--- config.mk ---
export PLATFORM = sky130hd
export DESIGN_NAME = conv_accum_reg
export DESIGN_NICKNAME = d
export VERILOG_FILES = /design/src/rtl/conv_accum_pkg.sv /design/src/rtl/conv_accum_reg_adder_reg.sv /design/src/rtl/conv_accum_reg.sv
export SDC_FILE = /design/constraint.sdc
export NUM_CORES = 1
export LEC_CHECK = 0
export ABC_AREA = 1
export BUFFER_PORTS_ARGS = -buffer_cell sky130_fd_sc_hd__buf_2
export CAP_MARGIN = 20
export CORE_MARGIN = 4
export CORE_UTILIZATION = 30
export CTS_CLUSTER_SIZE = 30
export DETAILED_ROUTE_END_ITERATION = 6
export PLACE_DENSITY = 0.58
export RECOVER_POWER = 25
export SETUP_SLACK_MARGIN = 0.1
export SYNTH_ARGS = -nofsm -noshare
export SYNTH_HDL_FRONTEND = slang
export SYNTH_SLANG_ARGS = --single-unit
--- constraint.sdc ---
create_clock -name clk -period 3.86 [get_ports clk]
set_input_delay 0.772 -clock clk [delete_from_list [all_inputs] [get_ports clk]]
set_output_delay 0.772 -clock clk [all_outputs]
set_load 0.005 [all_outputs]
--- src/rtl/conv_accum_pkg.sv ---
// Shared types and default widths for the convolution accumulator.
package conv_accum_pkg;

    // Accumulator controller states.
    typedef enum logic [1:0] {
        ST_IDLE = 2'd0,
        ST_ACC  = 2'd1,
        ST_DONE = 2'd2
    } state_t;

    localparam int DEF_IN_WIDTH  = 16;
    localparam int DEF_ACC_WIDTH = 24;
    localparam int DEF_CNT_WIDTH = 6;

endpackage

--- src/rtl/conv_accum_reg_adder_reg.sv ---
// Registered adder: A + B captured on en_in, cleared synchronously by clr_in.
// carry_o is the registered carry of the most recent enabled addition.
module adder_reg #(
    parameter int WIDTH = 24
) (
    input  logic             clk,
    input  logic             rstn,
    input  logic             en_in,
    input  logic             clr_in,
    input  logic [WIDTH-1:0] A_in,
    input  logic [WIDTH-1:0] B_in,
    output logic [WIDTH-1:0] A_add_B_o,
    output logic             carry_o
);

    logic [WIDTH-1:0] sum_d;
    logic             carry_d;
    logic [WIDTH-1:0] sum_q;
    logic             carry_q;

    // Full-width add; the extra bit becomes the carry out.
    always_comb begin
        {carry_d, sum_d} = {1'b0, A_in} + {1'b0, B_in};
    end

    // Clear takes priority over enable so a restart never mixes in a term.
    always_ff @(posedge clk or negedge rstn) begin
        if (!rstn) begin
            sum_q   <= '0;
            carry_q <= 1'b0;
        end else if (clr_in) begin
            sum_q   <= '0;
            carry_q <= 1'b0;
        end else if (en_in) begin
            sum_q   <= sum_d;
            carry_q <= carry_d;
        end
    end

    assign A_add_B_o = sum_q;
    assign carry_o   = carry_q;

endmodule

--- src/rtl/conv_accum_reg.sv ---
// Sequential accumulator: sums len_i unsigned terms received over a
// valid/ready handshake and presents the sum on a second handshake.
module conv_accum_reg
    import conv_accum_pkg::*;
#(
    parameter int IN_WIDTH  = DEF_IN_WIDTH,
    parameter int ACC_WIDTH = DEF_ACC_WIDTH,
    parameter int CNT_WIDTH = DEF_CNT_WIDTH
) (
    input  logic                 clk,
    input  logic                 rstn,
    input  logic                 start_i,
    input  logic [CNT_WIDTH-1:0] len_i,
    input  logic                 term_valid_i,
    input  logic [IN_WIDTH-1:0]  term_i,
    output logic                 term_ready_o,
    output logic                 sum_valid_o,
    output logic [ACC_WIDTH-1:0] sum_o,
    input  logic                 sum_ready_i,
    output logic                 busy_o,
    output logic                 ovf_o
);

    state_t               state_q;
    logic [CNT_WIDTH-1:0] len_q;
    logic [CNT_WIDTH-1:0] cnt_q;
    logic                 ovf_q;

    logic                 acc_en;
    logic                 acc_clr;
    logic                 acc_carry;
    logic [ACC_WIDTH-1:0] term_ext;

    assign acc_en   = (state_q == ST_ACC) && term_valid_i;
    assign acc_clr  = (state_q == ST_IDLE) && start_i;
    assign term_ext = ACC_WIDTH'(term_i);

    // The accumulator feeds back on itself: A is its own registered sum.
    adder_reg #(
        .WIDTH(ACC_WIDTH)
    ) u_acc (
        .clk      (clk),
        .rstn     (rstn),
        .en_in    (acc_en),
        .clr_in   (acc_clr),
        .A_in     (sum_o),
        .B_in     (term_ext),
        .A_add_B_o(sum_o),
        .carry_o  (acc_carry)
    );

    // Controller: length latch, term counter and sticky overflow.
    // ovf_q folds in the carry of every earlier accepted term; the carry of
    // the latest term is still held in the adder and ORed in at the output.
    always_ff @(posedge clk or negedge rstn) begin
        if (!rstn) begin
            state_q <= ST_IDLE;
            len_q   <= '0;
            cnt_q   <= '0;
            ovf_q   <= 1'b0;
        end else begin
            case (state_q)
                ST_IDLE: begin
                    if (start_i) begin
                        len_q   <= len_i;
                        cnt_q   <= '0;
                        ovf_q   <= 1'b0;
                        state_q <= (len_i == '0) ? ST_DONE : ST_ACC;
                    end
                end
                ST_ACC: begin
                    if (term_valid_i) begin
                        ovf_q <= ovf_q | acc_carry;
                        cnt_q <= cnt_q + CNT_WIDTH'(1);
                        if (cnt_q == len_q - CNT_WIDTH'(1)) begin
                            state_q <= ST_DONE;
                        end
                    end
                end
                ST_DONE: begin
                    if (sum_ready_i) begin
                        state_q <= ST_IDLE;
                    end
                end
                default: state_q <= ST_IDLE;
            endcase
        end
    end

    // Outputs decode only from registers; no input reaches an output directly.
    assign term_ready_o = (state_q == ST_ACC);
    assign sum_valid_o  = (state_q == ST_DONE);
    assign busy_o       = (state_q != ST_IDLE);
    assign ovf_o        = ovf_q | acc_carry;

endmodule

-- Word level (Yosys, flattened, before mapping)
Cells that the tools add are included.
- register bits after elaboration: 40
- bits of input ports: 27
- output and inout bits: 28
- logic and storage cells: 43
- $add $sub $neg: 3
- equal/unequal tests: 7
- mux-type cells: 16
- bitwise logic cells: 1
- reductions and logical operators: 10
- operators by type and width (operator ; number):
    $mux W24 ; 2
    $add A24 B16 Y25 ; 1
    $mux W6 ; 2
    $pmux W6 S2 ; 1
    $mux W2 ; 5
    $add A6 B1 Y6 const B ; 1
    $eq A6 B6 Y1 ; 1
    $logic_not A6 Y1 ; 1
    $pmux W2 S3 ; 1
    $reduce_bool A2 Y1 ; 3
    $sub A6 B1 Y6 const B ; 1
    $mux W1 ; 4
    $ne A2 B1 Y1 const B ; 2
    $ne A2 B2 Y1 const B ; 2
    $reduce_and A4 Y1 ; 1
    $reduce_and A3 Y1 ; 1
    $eq A2 B1 Y1 const B ; 1
    $eq A2 B2 Y1 const B ; 1
    $logic_and A1 B1 Y1 ; 2
    $logic_not A2 Y1 ; 1
    $pmux W1 S2 ; 1
    $reduce_and A2 Y1 ; 1
    $or A1 B1 Y1 ; 1

-- Logic depth before layout (Yosys ltp)
Gate-level depths: netlist of the first run.
- depth after elaboration: 5
- gate-level depth with buffers: 14

-- By module
A second synthesis of the first run with hierarchy kept.
- cells, all modules: 590
- area total of the unflattened synthesis: 3661.0 um^2
- modules (own cells, without submodules) (module ; instances ; cells an instance ; area each (um^2) ; seq. area each (um^2)):
    adder_reg ; 1 ; 458 ; 2702.6 ; 625.6
    conv_accum_reg ; 1 ; 132 ; 958.4 ; 375.4

-- Worst setup path before layout of the first run
No wires, ideal clock.
- kind: input-to-reg
- from: input port term_i[0]
- to: register u_acc.sum_q[20] (netlist: u_acc.A_add_B_o[20])
- library setup time: 0.117 ns
- arrival: 2.097 ns
- setup slack: 1.647 ns
- stages on the path: 13
- path buffers: 0
- path through: ha_1 > inv_1 > fa_1 > inv_1 > nand3_1 > nand3_1 > nand2_1 > nand2_1 > nand2_1 > nand2_1 > nand2_1 > nor2_1 > nor2_1
- longest elaborated chain between the ends: 3
- ends and longest elaborated chain (item ; RTL line ; RTL):
    start: declaration ; conv_accum_reg.sv:15 ; input logic [IN_WIDTH-1:0] term_i,
    $add A24 B16 Y25 ; conv_accum_reg_adder_reg.sv:23 ; {carry_d, sum_d} = {1'b0, A_in} + {1'b0, B_in};
    $mux W24 ; conv_accum_reg_adder_reg.sv:34 ; end else if (en_in) begin
    $mux W24 ; conv_accum_reg_adder_reg.sv:31 ; end else if (clr_in) begin
    end signal: assignment ; conv_accum_reg_adder_reg.sv:35 ; sum_q <= sum_d;
    end: declaration ; conv_accum_reg_adder_reg.sv:18 ; logic [WIDTH-1:0] sum_q;
No other way between the ends. The select of a mux whose other input is x is not followed.
A chain may end at the register's enable or synchronous reset.

==> results of run 1 <==
-- where the power goes --
part	total [mW]	internal, mW	switching, mW
logic	1.27	0.450	0.818
clock network	0.376	0.212	0.164
registers	0.663	0.554	0.108
total	2.31	1.22	1.09
-- worst paths after layout --
path	startpoint	endpoint	slack, ns	depth (start not counted)
worst max register to register	state_q[0]$_DFFE_PN0P_	u_acc.A_add_B_o[20]$_DFFE_PN0P_	1.55	9
min in group asynchronous	rstn	u_acc.A_add_B_o[4]$_DFFE_PN0P_	1.15	1
worst min register to register	u_acc.A_add_B_o[9]$_DFFE_PN0P_	u_acc.A_add_B_o[9]$_DFFE_PN0P_	0.51	2
worst min-delay path	u_acc.A_add_B_o[9]$_DFFE_PN0P_	u_acc.A_add_B_o[9]$_DFFE_PN0P_	0.51	2
worst max-delay path	rstn	state_q[1]$_DFFE_PN0P_	1.39	1
max in group clk	state_q[0]$_DFFE_PN0P_	u_acc.A_add_B_o[20]$_DFFE_PN0P_	1.55	9
-- per-layer routing --
metal | up-vias | share of wire (%) | track usage, % | wire [um]
met1 | 1312 | 51 | 19.9 | 4050
met4 | 0 | 0.83 | 3.52 | 65
met3 | 4 | 4.7 | 2.33 | 372
met5 | - | 0 | 0 | 0
met2 | 52 | 43 | 21.7 | 3380
li1 | 1573 | - | - | -
-- cell usage in the layout (no fill, tap or decap), types with 2 or more instances in the layout --
| cell | netlist | layout |
|---|---|---|
| nand2_1 | 167 | 168 |
| inv_1 | 70 | 70 |
| nor2_1 | 52 | 53 |
| buf_2 | 1 | 53 |
| dfrtp_1 | 40 | 40 |
| nand3_1 | 30 | 30 |
| a21oi_1 | 28 | 28 |
| o21ai_0 | 23 | 23 |
| ha_1 | 18 | 18 |
| nor3_1 | 8 | 8 |
| clkbuf_8 | 0 | 6 |
| o31ai_1 | 3 | 3 |
| xnor2_1 | 3 | 3 |
| inv_2 | 2 | 2 |
| xor2_1 | 2 | 2 |
| nand4_1 | 2 | 2 |
| o22ai_1 | 2 | 2 |
-- through the flow --
step	cells	hold slack [ns]	power (mW)	area (um2)	util, %
finish	656	0.513	2.31	3510	35.9
global route	656	0.558	2.56	3510	35.9
CTS	656	0.516	2.34	3520	36.0
detailed placement	648	0.494	1.95	3400	34.8
global placement	648	0.489	1.94	3400	34.8
floorplan	467	0.472	1.60	3000	-
-- kinds of logic after synthesis --
| logic type | count (synthesis) | share of synthesized area, % |
|---|---|---|
| adder cells (fa/ha/maj) | 19 | 8.17 |
| buffers and inverters | 78 | 10.2 |
| flip-flops | 40 | 33.4 |
| AO/OA/AOI/OAI | 59 | 10.6 |
| AND/OR/NAND/NOR | 266 | 36.3 |
| XOR/XNOR | 5 | 1.46 |
-- worst reg2reg max path: cells and delay by family (launching register included) --
family / cells / cell delay (ns)
flops: 1 / 0.43
simple gates: 8 / 1.56
buf+inv: 1 / 0.26
-- Yosys cell counts --
cell      number  area [um2]
nand3_1       30         150
clkbuf_1       3        11.3
nand2_1      167         627
nor2_1        52         195
o22ai_1        2        12.5
a22o_1         1        8.76
or2_2          1        6.26
o21a_1         1        7.51
ha_1          18         225
nand2_4        2        22.5
o31ai_1        3        22.5
dfrtp_1       40        1000
buf_4          1        7.51
nor3_1         8        40.0
fa_1           1        20.0
buf_6          1        11.3
nand2_2        1        6.26
a21oi_1       28         140
buf_2          1        5.00
xnor2_1        3        26.3
xor2_1         2        17.5
a32o_1         1        10.0
nand4_1        2        12.5
nor2_2         2        12.5
inv_2          2        7.51
inv_1         70         263
o21ai_0       23         115
nor3_4         1        16.3
-- layout make-up --
class / instances / area share (%)
multi-input cells: 349 / 48.0
inverters: 72 / 7.70
well taps: 133 / 4.74
repair buffers: 54 / 7.66
flip-flops and latches: 40 / 28.5
clock inverters: 2 / 1.10
clock buffers: 6 / 2.35
-- sequential cells by signal (all words and copies together) (netlist names) --
register,count
u_acc.A_add_B_o,24
cnt_q,6
len_q,6
state_q,2
ovf_q,1
u_acc.carry_o,1
==> results.sh, run 1 <==
export IMPL_first_iter_violations=128
export IMPL_cts_made_buffers=5
export IMPL_critPathMaxFanout=40
export IMPL_synth_fp_nets=513
export IMPL_crit_required_ns=3.80
export IMPL_cts_tree="built"
export IMPL_max_stage_delay_ns=1.61
export IMPL_postCtsResizedCells=0
export IMPL_setup_violations=0
export IMPL_grt_pass1_vias=2761
export IMPL_clk_latency_ns=0.30
export IMPL_post_place_ws_ns=1.28
export IMPL_drc=0
export IMPL_maxSlewHeadroom_pct=-53.3
export IMPL_dp_hpwl_um=6040
export IMPL_grt_max_degree=41
export IMPL_dr_pass1_iters=4
export IMPL_cp_end_kind="asynchronous set/reset pin"
export IMPL_portBuffers=54
export IMPL_hold_viol=0
export IMPL_crit_slowest_cell="clkbuf_1"
export IMPL_n_antenna_cell=0
export IMPL_root_buffer="clkbuf_8"
export IMPL_grt_usage_pct=13.9
export IMPL_cp_arrival_ns=2.41
export IMPL_clock_path_buffers=2
export IMPL_grt_pass1_wl_um=13000
export IMPL_cts_setup_buffers=0
export IMPL_start_util_pct=30.7
export IMPL_ios=55
export IMPL_ys_warnings_count=0
export IMPL_worst_pin_slew_ns=2.30
export IMPL_rsz0062_at_grt="false"
export IMPL_synth_cells=467
export IMPL_cts_num_sinks=40
export IMPL_clk_pin_slew_worst_paths_ns=0.08
export IMPL_layout_setup_ws_ns=1.39
export IMPL_p_per_area_nw_per_um2=657
export IMPL_num_vias=2941
export IMPL_hold_class="reg -> reg"
export IMPL_regArea_um2=1000
export IMPL_critPathTopFamily="buffers and inverters"
export IMPL_wl_per_cell_um=12.0
export IMPL_max_clock_freq_ghz=0.405
export IMPL_layout_min_cycle_time_ns=2.47
export IMPL_die_w_um=108
export IMPL_slew_viol_final=41
export IMPL_ant_nets=0
export IMPL_leakage_nw=1.99
export IMPL_path_buf_inv=1
export IMPL_max_cap_violations=1
export IMPL_htreeDepth=2
export IMPL_area_growth_pct=17.1
export IMPL_avgSynthCellArea_um2=6.42
export IMPL_outcome="finished with violations"
export IMPL_multiInputGateArea_um2=1680
export IMPL_place_gp_congestion=0.873
export IMPL_period_share_pct=64.0
export IMPL_coreArea_um2=9770
export IMPL_path_class="in -> async"
export IMPL_ys_seq_area_share_pct=33.4
export IMPL_die_area_um2=11700
export IMPL_syn_cell_area_um2=3000
export IMPL_fillerInstances=1097
export IMPL_skew_ns=0.00609
export IMPL_nNetsFinal=568
export IMPL_crit_chain="clkbuf_1"
export IMPL_routed_wl_um=7860
export IMPL_cp_start_kind="primary input"
export IMPL_viasPerCell=4.48
export IMPL_antenna_found_initial=0
export IMPL_postCtsHoldBufs=0
export IMPL_ys_ff_latch=40
export IMPL_synth_cell_types=28
export IMPL_num_rows=36
export IMPL_drive_gt1_share_pct=13.0
export IMPL_ir_drop_mv=0.199
export IMPL_violations="capacitance limit, slew limit"
export IMPL_fin_tns_setup_ns=0
export IMPL_grt_ovfl_total=0
export IMPL_die_y_um=108
(Power assumes the default switching activity.)
==> run 2: changes to the inputs <==
==> constraint.sdc (replaced) <==
create_clock -name clk -period 2.6 [get_ports clk]
set_input_delay 0.52 -clock clk [delete_from_list [all_inputs] [get_ports clk]]
set_output_delay 0.52 -clock clk [all_outputs]
set_load 0.005 [all_outputs]
==> results.sh, run 2 (synthesis gave the netlist of run 1 again) <==
export IMPL_outcome="finished, final reports clean"
export IMPL_ir_drop_mv=0.317
export IMPL_die_y_um=108
export IMPL_skew_ns=0.00946
export IMPL_place_area_um2=3420
export IMPL_grt_pass1_vias=2861
export IMPL_combPwrFrac_pct=57.6
export IMPL_critPathMaxFanout=4
export IMPL_worstSetupStartpoint="u_acc.A_add_B_o[0]$_DFFE_PN0P_"
export IMPL_leakage_nw=1.99
export IMPL_layout_min_cycle_time_ns=2.15
export IMPL_worst_pin_slew_ns=1.02
export IMPL_dp_hpwl_um=6110
export IMPL_fin_tns_setup_ns=0
export IMPL_cts_made_buffers=5
export IMPL_nNetsFinal=570
export IMPL_dr_pass1_iters=4
export IMPL_final_area_um2=3500
export IMPL_portBuffers=54
export IMPL_max_cap_violations=0
export IMPL_cts_tree="built"
export IMPL_clk_pin_slew_worst_paths_ns=0.09
export IMPL_setup_violations=0
export IMPL_pwr_share_seq_pct=29.7
export IMPL_antenna_found_initial=0
export IMPL_multiInputGateArea_um2=1690
export IMPL_path_class="reg -> reg"
export IMPL_rsz0062_at_grt="false"
export IMPL_cts_setup_buffers=0
export IMPL_die_area_um2=11700
export IMPL_ios=55
export IMPL_p_clk_share_pct=12.7
export IMPL_postCtsResizedCells=0
export IMPL_first_iter_violations=147
export IMPL_n_antenna_cell=0
export IMPL_start_util_pct=30.7
export IMPL_grt_pass1_wl_um=13300
export IMPL_drive_gt1_share_pct=13.7
export IMPL_num_rows=36
export IMPL_max_clock_freq_ghz=0.465
export IMPL_regArea_um2=1000
export IMPL_cp_arrival_ns=2.38
export IMPL_cts_num_sinks=40
export IMPL_postCtsHoldBufs=0
export IMPL_grt_usage_pct=14.1
export IMPL_htreeDepth=2
export IMPL_coreArea_um2=9770
export IMPL_p_per_area_nw_per_um2=949
export IMPL_ant_nets=0
export IMPL_maxSlewHeadroom_pct=31.8
export IMPL_area_growth_pct=16.6
export IMPL_grt_max_degree=41
export IMPL_swShare_pct=48.9
export IMPL_mostFrequentLayoutCell="nand2_1"
export IMPL_r2r_start="u_acc.A_add_B_o[0]$_DFFE_PN0P_"
export IMPL_viasPerCell=4.51
export IMPL_clock_path_buffers=2
export IMPL_switchingPower_mw=1.62
export IMPL_intPower_mw=1.70
export IMPL_die_w_um=108
export IMPL_root_buffer="clkbuf_8"
export IMPL_num_vias=2964
export IMPL_fillerInstances=1110
export IMPL_clk_latency_ns=0.30
export IMPL_final_cell_mix="nand2_1, inv_1, buf_2"
export IMPL_largest_reg_flops=24
export IMPL_r2r_setup_slack_ns=0.45
export IMPL_routed_wl_um=7800
export IMPL_crit_required_ns=2.83
export IMPL_cp_start_kind="flip-flop"
export IMPL_hold_class="in -> async"
export IMPL_place_gp_congestion=0.870
export IMPL_grt_ovfl_total=0
export IMPL_wl_per_cell_um=11.9
export IMPL_drc=0
export IMPL_cp_end_kind="flip-flop"
export IMPL_slew_viol_final=0
export IMPL_hold_viol=0
export IMPL_period_share_pct=82.7
export IMPL_hold_ws_ns=0.385
run 2: critical path, stage by stage (launching register included):
cell and delay, ns:
dfrtp_1 0.39, ha_1 0.21, inv_1 0.06, fa_1 0.41
inv_1 0.10, nand3_1 0.07, nand3_1 0.14, nand2_1 0.07
nand2_1 0.14, nand2_1 0.07, nand2_1 0.11, nand2_1 0.11
nand2_1 0.07, nand2_1 0.04, nor2_1 0.09
run 2: power groups by stage:
stage                     combinational, mW  clock (mW)  sequential [mW]
after global placement                 1.90           0            0.995
after detailed placement               1.92           0             1.00
after CTS                              1.93       0.437            0.989
after floorplan                        1.39           0            0.985
after global routing                   2.23       0.467             1.02
final                                  1.91       0.422            0.987
run 2: metrics by stage:
step           power [mW]  utilization [%]  cells  setup WS [ns]
2_1_floorplan        2.38                -    467          0.639
5_1_grt              3.72             35.8    657          0.228
6_report             3.32             35.8    657          0.450
3_5_place_dp         2.92             35.0    650          0.245
4_1_cts              3.36             35.8    657          0.462
3_3_place_gp         2.89             35.0    650          0.369
run 2: area by class of cell:
| cell class | count | area share (%) |
|---|---|---|
| multi-input cells | 349 | 48.4 |
| repair buffers | 56 | 8.15 |
| inverters | 72 | 7.73 |
| well taps | 133 | 4.76 |
| clock inverters | 2 | 0.358 |
| flip-flops and latches | 40 | 28.6 |
| clock buffers | 5 | 1.97 |
run 2: metal layers:
metal | wire [um] | vias to the layer above | share of wire [%] | global-route usage (%)
li1 | - | 1582 | - | -
met1 | 3900 | 1300 | 50 | 20.0
met2 | 3300 | 72 | 42 | 21.5
met3 | 461 | 10 | 5.9 | 2.51
met4 | 135 | 0 | 1.7 | 4.78
met5 | 0 | - | 0 | 0
run 2: worst paths after layout:
kind                                                   end  cells past startpoint
max                        u_acc.A_add_B_o[20]$_DFFE_PN0P_                     14
min                         u_acc.A_add_B_o[5]$_DFFE_PN0P_                      1
max reg2reg                u_acc.A_add_B_o[20]$_DFFE_PN0P_                     14
min reg2reg                           len_q[5]$_DFFE_PN0P_                      2
max in group asynchronous             cnt_q[4]$_DFFE_PN0P_                      1
min in group clk                      len_q[1]$_DFFE_PN0P_                      3
==> run 3: changes to the inputs <==
--- a/config.mk
+++ b/config.mk
@@ -12,7 +12,7 @@
 export CORE_UTILIZATION = 30
 export CTS_CLUSTER_SIZE = 30
 export DETAILED_ROUTE_END_ITERATION = 6
-export PLACE_DENSITY = 0.58
+export PLACE_DENSITY = 0.6
 export RECOVER_POWER = 25
 export SETUP_SLACK_MARGIN = 0.1
 export SYNTH_ARGS = -nofsm -noshare
==> constraint.sdc (replaced) <==
create_clock -name clk -period 1.75 [get_ports clk]
set_input_delay 0.35 -clock clk [delete_from_list [all_inputs] [get_ports clk]]
set_output_delay 0.35 -clock clk [all_outputs]
set_load 0.005 [all_outputs]
==> results.sh, run 3 (synthesis gave the netlist of run 1 again) <==
export IMPL_grt_ovfl_total=0
export IMPL_dp_hpwl_um=6450
export IMPL_largest_reg_flops=24
export IMPL_grt_pass1_vias=3155
export IMPL_htreeDepth=2
export IMPL_maxSlewHeadroom_pct=28.5
export IMPL_final_area_um2=4510
export IMPL_p_per_area_nw_per_um2=1480
export IMPL_slew_viol_final=0
export IMPL_skew_ns=0.00843
export IMPL_cp_start_kind="flip-flop"
export IMPL_utilization_pct=46.2
export IMPL_dr_pass1_iters=4
export IMPL_setup_violations=6
export IMPL_cp_end_kind="flip-flop"
export IMPL_cp_arrival_ns=2.06
export IMPL_num_rows=36
export IMPL_die_y_um=108
export IMPL_routed_wl_um=9020
export IMPL_crit_required_ns=1.98
export IMPL_fillerInstances=992
export IMPL_path_class="reg -> reg"
export IMPL_ir_drop_mv=0.422
export IMPL_dp_cells=683
export IMPL_area_growth_pct=50.5
export IMPL_n_antenna_cell=0
export IMPL_violations="setup timing"
export IMPL_grt_pass1_wl_um=14700
export IMPL_leakage_nw=2.35
export IMPL_period_share_pct=105
export IMPL_mostFrequentLayoutCell="nand2_1"
export IMPL_clk_latency_ns=0.31
export IMPL_place_gp_congestion=0.885
export IMPL_num_vias=3311
export IMPL_worst_pin_slew_ns=1.07
export IMPL_root_buffer="clkbuf_8"
export IMPL_max_clock_freq_ghz=0.546
export IMPL_nNetsFinal=625
export IMPL_cts_tree="built"
export IMPL_final_cell_mix="nand2_1, inv_1, buf_4"
export IMPL_grt_usage_pct=15.6
export IMPL_start_util_pct=30.7
export IMPL_cts_made_buffers=5
export IMPL_ios=55
export IMPL_cts_num_sinks=40
export IMPL_drive_gt1_share_pct=41.2
export IMPL_grt_max_degree=26
export IMPL_clock_path_buffers=2
export IMPL_ant_nets=0
export IMPL_max_cap_violations=0
export IMPL_rsz0062_at_grt="true"
export IMPL_place_area_um2=3700
export IMPL_multiInputGateArea_um2=2260
export IMPL_final_cells=713
export IMPL_coreArea_um2=9770
export IMPL_layout_setup_ws_ns=-0.0822
export IMPL_portBuffers=54
export IMPL_layout_min_cycle_time_ns=1.83
export IMPL_viasPerCell=4.64
export IMPL_first_iter_violations=159
export IMPL_hold_viol=0
export IMPL_hold_ws_ns=0.207
export IMPL_die_w_um=108
export IMPL_wl_per_cell_um=12.6
export IMPL_outcome="finished with violations"
export IMPL_hold_class="in -> async"
export IMPL_regArea_um2=1000
export IMPL_clk_pin_slew_worst_paths_ns=0.09
export IMPL_fin_tns_setup_ns=-0.193
export IMPL_critPathMaxFanout=5
export IMPL_drc=0
export IMPL_die_area_um2=11700
export IMPL_antenna_found_initial=0
==> run 3: cell count changes in the layout (fill, tap and decap cells not counted), sizes merged <==
cell and delta:
buf +54, bufinv +1, clkbuf +1
==> run 3: final cells by class <==
| type | instances | area share, % |
|---|---|---|
| multi-input cells | 349 | 50.1 |
| flip-flops and latches | 40 | 22.2 |
| repair buffers | 111 | 15.5 |
| inverters | 72 | 6.04 |
| well taps | 133 | 3.69 |
| clock buffers | 5 | 1.52 |
| clock inverters | 3 | 0.942 |
==> run 3: worst max-delay path, stage by stage, from the launching register on <==
cell and delay (ns):
dfrtp_1 0.42, ha_4 0.32, nand2_2 0.07, inv_1 0.09
nand2_1 0.08, nor3_1 0.33, nand2_4 0.09, nand2_4 0.09
nand2_4 0.07, buf_6 0.13, o22ai_2 0.07
==> run 3: final timing paths <==
kind | from | to | slack (ns) | cells past startpoint
hold / removal | rstn | u_acc.A_add_B_o[7]$_DFFE_PN0P_ | 0.21 | 1
min in group clk | len_i[1] | len_q[1]$_DFFE_PN0P_ | 0.27 | 3
setup reg to reg | u_acc.A_add_B_o[8]$_DFFE_PN0P_ | u_acc.carry_o$_DFFE_PN0P_ | -0.08 | 10
hold reg to reg | len_q[5]$_DFFE_PN0P_ | len_q[5]$_DFFE_PN0P_ | 0.51 | 2
setup / recovery | u_acc.A_add_B_o[8]$_DFFE_PN0P_ | u_acc.carry_o$_DFFE_PN0P_ | -0.08 | 10
max in group asynchronous | rstn | u_acc.A_add_B_o[16]$_DFFE_PN0P_ | 0.32 | 2
==> run 3: routing by layer <==
layer  share of wire (%)  vias to the layer above  global-route usage [%]
met3                 4.3                       10                    2.51
met1                  47                     1549                    21.5
met4                 1.3                        0                    4.15
met5                   0                        -                       0
met2                  47                       65                    25.6
li1                    -                     1687                       -
==> run 3: report_power, final <==
part,total [mW],internal (mW),leakage [nW],switching [mW]
registers,1.51,1.22,0.522,0.290
logic,4.38,2.00,1.78,2.38
clock network,0.794,0.423,0.0541,0.372
==> run 3: stage by stage <==
stage | power, mW | setup slack (ns)
after floorplan | 3.56 | 0.0296
after global placement | 4.72 | -0.160
after detailed placement | 4.79 | -0.179
after CTS | 5.99 | -0.0385
after global routing | 7.32 | -0.154
final | 6.69 | -0.0822
==> run 3: what timing repair did <==
item	in CTS	in global routing
cloned	0	0
endpoints found under the setup margin	21	25
pin swaps	11	33
resized for setup	38	97
setup buffers	4	19
hold buffers	0	0
